**src/rtl/pm_seq.sv**
```systemverilog
// pm_seq: processor state sequencer for the P-M microinstruction unit.
// It holds the state register (P0-P5, K1, K2) and runs the phase sequence
// HOLD -> S1 -> [MW] -> S2 -> GOT. While a phase runs it drives the
// STROB1/STROB2/GOT strobes and the memory handshake. All outputs are
// registered.
// Optional feature: define PM_SEQ_NOANS_TIMEOUT_EN to build the memory
// no-answer timeout. It adds the MW counter and makes the alarm output live.
module pm_seq #(
  parameter int STROB_TICKS = 2,
  parameter int NOANS_TICKS = 255
) (
  input  logic       __clk,
  input  logic       __rst,
  input  logic       run,
  input  logic       pnl_req,
  input  logic [5:0] ep,
  input  logic       ek1,
  input  logic       ek2,
  input  logic       mem_need,
  input  logic       mem_ok,
  output logic [5:0] p_,
  output logic       k1_,
  output logic       k2_,
  output logic       strob1_,
  output logic       strob2_,
  output logic       got_,
  output logic       mem_go,
  output logic       alarm
);

  typedef enum logic [2:0] {
    PH_HOLD = 3'd0,
    PH_S1   = 3'd1,
    PH_MW   = 3'd2,
    PH_S2   = 3'd3,
    PH_GOT  = 3'd4
  } phase_t;

  // State codes: 0..5 = P0..P5, 6 = K1, 7 = K2
  localparam logic [2:0] ST_P0 = 3'd0;
  localparam logic [2:0] ST_K1 = 3'd6;
  localparam logic [2:0] ST_K2 = 3'd7;

  localparam int CW = (STROB_TICKS > 1) ? $clog2(STROB_TICKS) : 1;
  localparam logic [CW-1:0] CNT_LAST = CW'(STROB_TICKS - 1);

  if (STROB_TICKS < 1) begin : g_strob_range
    $error("pm_seq: STROB_TICKS must be at least 1");
  end
  if (NOANS_TICKS < 1) begin : g_noans_range
    $error("pm_seq: NOANS_TICKS must be at least 1");
  end

  phase_t          phase;
  phase_t          phase_nxt;
  logic [CW-1:0]   cnt;
  logic [CW-1:0]   cnt_nxt;
  logic [2:0]      state;
  logic [2:0]      state_nxt;
  logic            timeout;

  logic [5:0]      p_nxt;
  logic            k1_nxt;
  logic            k2_nxt;
  logic            strob1_nxt;
  logic            strob2_nxt;
  logic            got_nxt;
  logic            mem_go_nxt;
  logic            alarm_nxt;

  // Request arbitration: ek2 > ek1 > ep0 > ep5 > ep4 > ep3 > ep2 > ep1, else P0
  function automatic logic [2:0] pick_next(input logic [5:0] req_ep,
                                           input logic       req_ek1,
                                           input logic       req_ek2);
    logic [2:0] nxt;
    if (req_ek2)        nxt = ST_K2;
    else if (req_ek1)   nxt = ST_K1;
    else if (req_ep[0]) nxt = 3'd0;
    else if (req_ep[5]) nxt = 3'd5;
    else if (req_ep[4]) nxt = 3'd4;
    else if (req_ep[3]) nxt = 3'd3;
    else if (req_ep[2]) nxt = 3'd2;
    else if (req_ep[1]) nxt = 3'd1;
    else                nxt = ST_P0;
    return nxt;
  endfunction

`ifdef PM_SEQ_NOANS_TIMEOUT_EN
  localparam int NW = $clog2(NOANS_TICKS + 1);
  localparam logic [NW-1:0] NOANS_LAST = NW'(NOANS_TICKS - 1);

  logic [NW-1:0] wcnt;
  logic [NW-1:0] wcnt_nxt;

  // No-answer detection and MW clock counting (cleared whenever not in MW)
  always_comb begin
    timeout  = (phase == PH_MW) && !mem_ok && (wcnt == NOANS_LAST);
    wcnt_nxt = wcnt;
    if (phase != PH_MW) begin
      wcnt_nxt = '0;
    end else if (mem_ok || timeout) begin
      wcnt_nxt = '0;
    end else begin
      wcnt_nxt = wcnt + NW'(1);
    end
  end

  // MW clock counter register
  always_ff @(posedge __clk) begin
    if (__rst) begin
      wcnt <= '0;
    end else begin
      wcnt <= wcnt_nxt;
    end
  end
`else
  // Without the timeout build MW waits for mem_ok indefinitely
  assign timeout = 1'b0;
`endif

  // Phase, strobe counter, state register and registered outputs
  always_ff @(posedge __clk) begin
    if (__rst) begin
      phase   <= PH_HOLD;
      cnt     <= '0;
      state   <= ST_P0;
      p_      <= 6'b111110;
      k1_     <= 1'b1;
      k2_     <= 1'b1;
      strob1_ <= 1'b1;
      strob2_ <= 1'b1;
      got_    <= 1'b1;
      mem_go  <= 1'b0;
      alarm   <= 1'b0;
    end else begin
      phase   <= phase_nxt;
      cnt     <= cnt_nxt;
      state   <= state_nxt;
      p_      <= p_nxt;
      k1_     <= k1_nxt;
      k2_     <= k2_nxt;
      strob1_ <= strob1_nxt;
      strob2_ <= strob2_nxt;
      got_    <= got_nxt;
      mem_go  <= mem_go_nxt;
      alarm   <= alarm_nxt;
    end
  end

  // Next phase / next state selection
  always_comb begin
    phase_nxt = phase;
    cnt_nxt   = cnt;
    state_nxt = state;
    case (phase)
      PH_HOLD: begin
        cnt_nxt = '0;
        if (run || pnl_req) begin
          phase_nxt = PH_S1;
        end else begin
          phase_nxt = PH_HOLD;
        end
      end
      PH_S1: begin
        if (cnt == CNT_LAST) begin
          cnt_nxt   = '0;
          phase_nxt = mem_need ? PH_MW : PH_S2;
        end else begin
          cnt_nxt = cnt + CW'(1);
        end
      end
      PH_MW: begin
        cnt_nxt = '0;
        if (mem_ok || timeout) begin
          phase_nxt = PH_S2;
        end else begin
          phase_nxt = PH_MW;
        end
      end
      PH_S2: begin
        if (cnt == CNT_LAST) begin
          cnt_nxt   = '0;
          phase_nxt = PH_GOT;
        end else begin
          cnt_nxt = cnt + CW'(1);
        end
      end
      PH_GOT: begin
        cnt_nxt   = '0;
        state_nxt = pick_next(ep, ek1, ek2);
        if ((state_nxt == ST_P0) && !run && !pnl_req) begin
          phase_nxt = PH_HOLD;
        end else begin
          phase_nxt = PH_S1;
        end
      end
      default: begin
        cnt_nxt   = '0;
        phase_nxt = PH_HOLD;
      end
    endcase
  end

  // Output decode of the upcoming phase/state, registered on the same edge
  always_comb begin
    p_nxt      = ~(6'b000001 << state_nxt);
    k1_nxt     = (state_nxt != ST_K1);
    k2_nxt     = (state_nxt != ST_K2);
    strob1_nxt = (phase_nxt != PH_S1);
    strob2_nxt = (phase_nxt != PH_S2);
    got_nxt    = (phase_nxt != PH_GOT);
    mem_go_nxt = (phase_nxt == PH_MW);
    alarm_nxt  = timeout;
  end

endmodule

```
**config.mk**
```make
export PLATFORM = sky130hd
export DESIGN_NAME = pm_seq
export DESIGN_NICKNAME = d
export VERILOG_FILES = /design/src/rtl/pm_seq.sv
export SDC_FILE = /design/constraint.sdc
export NUM_CORES = 1
export LEC_CHECK = 0
export ABC_AREA = 1
export BUFFER_PORTS_ARGS = -buffer_cell sky130_fd_sc_hd__buf_2
export CORE_UTILIZATION = 54
export CTS_BUF_LIST = sky130_fd_sc_hd__clkbuf_2
export DETAILED_ROUTE_END_ITERATION = 8
export GPL_TIMING_DRIVEN = 1
export PLACE_DENSITY = 0.94
export SLEW_MARGIN = 20
export SYNTH_ARGS = -nofsm -noshare
export SYNTH_HDL_FRONTEND = slang
export SYNTH_SLANG_ARGS = --single-unit
```
**constraint.sdc**
```tcl
create_clock -name __clk -period 3.8 [get_ports __clk]
set_clock_uncertainty 0.15 [all_clocks]
set_input_delay 0.76 -clock __clk [delete_from_list [all_inputs] [get_ports __clk]]
set_output_delay 0.76 -clock __clk [all_outputs]
set_load 0.05 [all_outputs]
```
==> results.sh <==
export IMPL_die_y_um=40.8
export IMPL_path_max_fanout=1
export IMPL_setup_slack_ps=1990
export IMPL_ctsHtreeMaxLevel=1
export IMPL_finalSetupViolCount=0
export IMPL_finalSetupTns_ps=0
export IMPL_netlist_area_um2=812
export IMPL_die_area_um2=1660
export IMPL_ys_flop_type="dfxtp_1"
export IMPL_syn_num_nets=128
export IMPL_yosysWarnings=0
export IMPL_routedWlPerCell_um=9.13
export IMPL_cp_arrival_ps=900
export IMPL_cts_tree="yes"
export IMPL_coreArea_um2=1350
export IMPL_totalWireLength_mm=1.43
export IMPL_grt_pass1_vias=633
export IMPL_drive_above_1_share_pct=27.0
export IMPL_min_period_ps=1810
export IMPL_cts_repair_resized=0
export IMPL_layout_nets=156
export IMPL_hold_ws_ps=408
export IMPL_crit_path_start_kind="register"
export IMPL_irDropWorstVdd_v=0.000344
export IMPL_track_usage_pct=21.0
export IMPL_cts_buffers=3
export IMPL_portBuffers=25
export IMPL_hpwl_mm=1.12
export IMPL_die_w_um=40.8
export IMPL_crit_family="flip-flops"
export IMPL_synth_xor_area_share_pct=0
export IMPL_rsz0062_at_grt="no"
export IMPL_hp_class="reg -> reg"
export IMPL_fmax_mhz=553
export IMPL_synth_most_common_cell="nand2_1"
export IMPL_post_cts_setup_buffers=0
export IMPL_synthAdderAreaFrac_pct=0
export IMPL_worstSkewPairLatency_ps=300
export IMPL_cts_sinks=19
export IMPL_synth_simple_area_share_pct=35.6
export IMPL_drv_slew=0
export IMPL_synth_compound_area_share_pct=4.16
export IMPL_cts_hold_buf=0
export IMPL_synth_mux_area_share_pct=0
export IMPL_critPathRequiredTime_ps=2890
export IMPL_reg2regPathDepth=7
export IMPL_synth_edff_count=0
export IMPL_n_fill_cell=113
export IMPL_min_period_over_period_pct=47.5
export IMPL_power_density_nw_per_um2=362
export IMPL_num_vias=754
export IMPL_place_inst=152
export IMPL_start_util_pct=60.1
export IMPL_avgSynthCellArea_um2=7.12
export IMPL_detail_route_antenna_nets=0
export IMPL_clock_root_buffer="clkbuf_2"
export IMPL_crit_cells=1
export IMPL_syn_instance_count=114
export IMPL_synth_area_leader_cell="dfxtp_1"
export IMPL_synth_seq_cells=19
export IMPL_crit_buf_inv=1
export IMPL_ys_seq_area_share_pct=46.8
export IMPL_drv_cap=0
export IMPL_hold_violations=0
export IMPL_drc_errors=0
export IMPL_crit_slowest_cell="dfxtp_1"
export IMPL_yosysTopAreaCellShare_pct=46.8
export IMPL_path_cells="buf_2"
export IMPL_grt_max_degree=11
export IMPL_instances_no_fill=156
export IMPL_dr_pass1_iters=4
export IMPL_end_kind="output port"
export IMPL_antenna_found_initial=0
export IMPL_ioPinCount=27
export IMPL_routed_via_density=4.83
export IMPL_async_reset_ff_share_pct=0
export IMPL_place_ws_ps=1870
export IMPL_cp_slowest_stage_delay_ps=350
export IMPL_p_leak_nw=0.516
export IMPL_synth_top_cells_by_count="nand2_1 (25), inv_1 (20), dfxtp_1 (19), nor2_1 (18), nand3_1 (10)"
export IMPL_fp_row_count=13
export IMPL_n_antenna_cell=0
export IMPL_synthTopCellsByArea="dfxtp_1 (47%), nand2_1 (12%), inv_1 (9.2%), nor2_1 (8.3%), nand3_1 (6.2%)"
export IMPL_holdPathStages=2
export IMPL_finish_utilization_pct=70.9
export IMPL_area_growth_pct=17.9
export IMPL_synth_top_family_by_area="simple AND/OR/NAND/NOR gates"
export IMPL_drtIter0Drc=15
export IMPL_grt_pass1_wl_mm=2.28
export IMPL_status="finished clean"
export IMPL_ys_types=20
export IMPL_crit_type="reg -> out"
export IMPL_cts_buffer_depth=2
export IMPL_grt_ovfl_total=0
export IMPL_gp_congestion=0.780
export IMPL_clkTransAtPathRegs_ps=170
cells in the final DEF, fill, tap and decap left out, types with 2 or more instances in the layout:
master	synthesis	layout
nand2_1	25	25
buf_2	0	25
inv_1	20	20
dfxtp_1	19	19
nor2_1	18	18
nand3_1	10	10
nand4_1	4	4
clkbuf_2	0	4
inv_2	3	3
o21ai_0	2	2
o21ai_1	2	2
metrics by stage:
| step | total power (W) | cell area (um^2) |
|---|---|---|
| after floorplan | 0.000253 | 812 |
| after global placement | 0.000262 | 937 |
| after detailed placement | 0.000264 | 937 |
| after CTS | 0.000347 | 957 |
| after global routing | 0.000363 | 957 |
| final | 0.000346 | 957 |
tightest hold or removal path, stage by stage (launching register included):
cell and delay (ps):
dfxtp_1 340, nand2_1 100, nand3_1 100
sequential cells by signal, summed over array words and instances, names as in the netlist:
name and flops:
cnt 1, got_ 1, k1_ 1, k2_ 1, mem_go 1, p_ 6
phase 3, state 3, strob1_ 1, strob2_ 1
power by group:
| part | internal, W | switching, W |
|---|---|---|
| Sequential | 0.000205 | 0.00000549 |
| Combinational | 0.0000176 | 0.0000325 |
| Clock | 0.0000279 | 0.0000581 |
| Total | 0.000250 | 0.0000961 |
layout make-up:
class / count / area (um^2) / share of cell area, %
Clock buffer: 4 / 20.0 / 2.09
Timing Repair Buffer: 25 / 125 / 13.1
Multi-Input combinational cell: 70 / 327 / 34.1
Sequential cell: 19 / 380 / 39.7
Inverter: 23 / 86.3 / 9.02
Tap cell: 15 / 18.8 / 1.96
metal layers:
metal	global-route usage [%]	wire (um)
met1	22.0	600
met3	8.15	74
met5	0	0
met2	36.7	723
met4	9.17	27
logic make-up (layout without fill, tap and decap cells):
logic type / after synthesis / in the layout
compound gates: 6 / 6
buf+inv: 25 / 52
flops: 19 / 19
other cells: 1 / 1
simple gates: 63 / 63
final timing paths:
check | from | endpoint | slack (ps)
setup reg to reg | phase[0] | p_[0] | 2310
hold / removal | state[0] | p_[2] | 410
hold reg to reg | state[0] | p_[2] | 410
setup / recovery | p_[0] | p_[0] | 1990
Power figures use the tool's default switching activity.
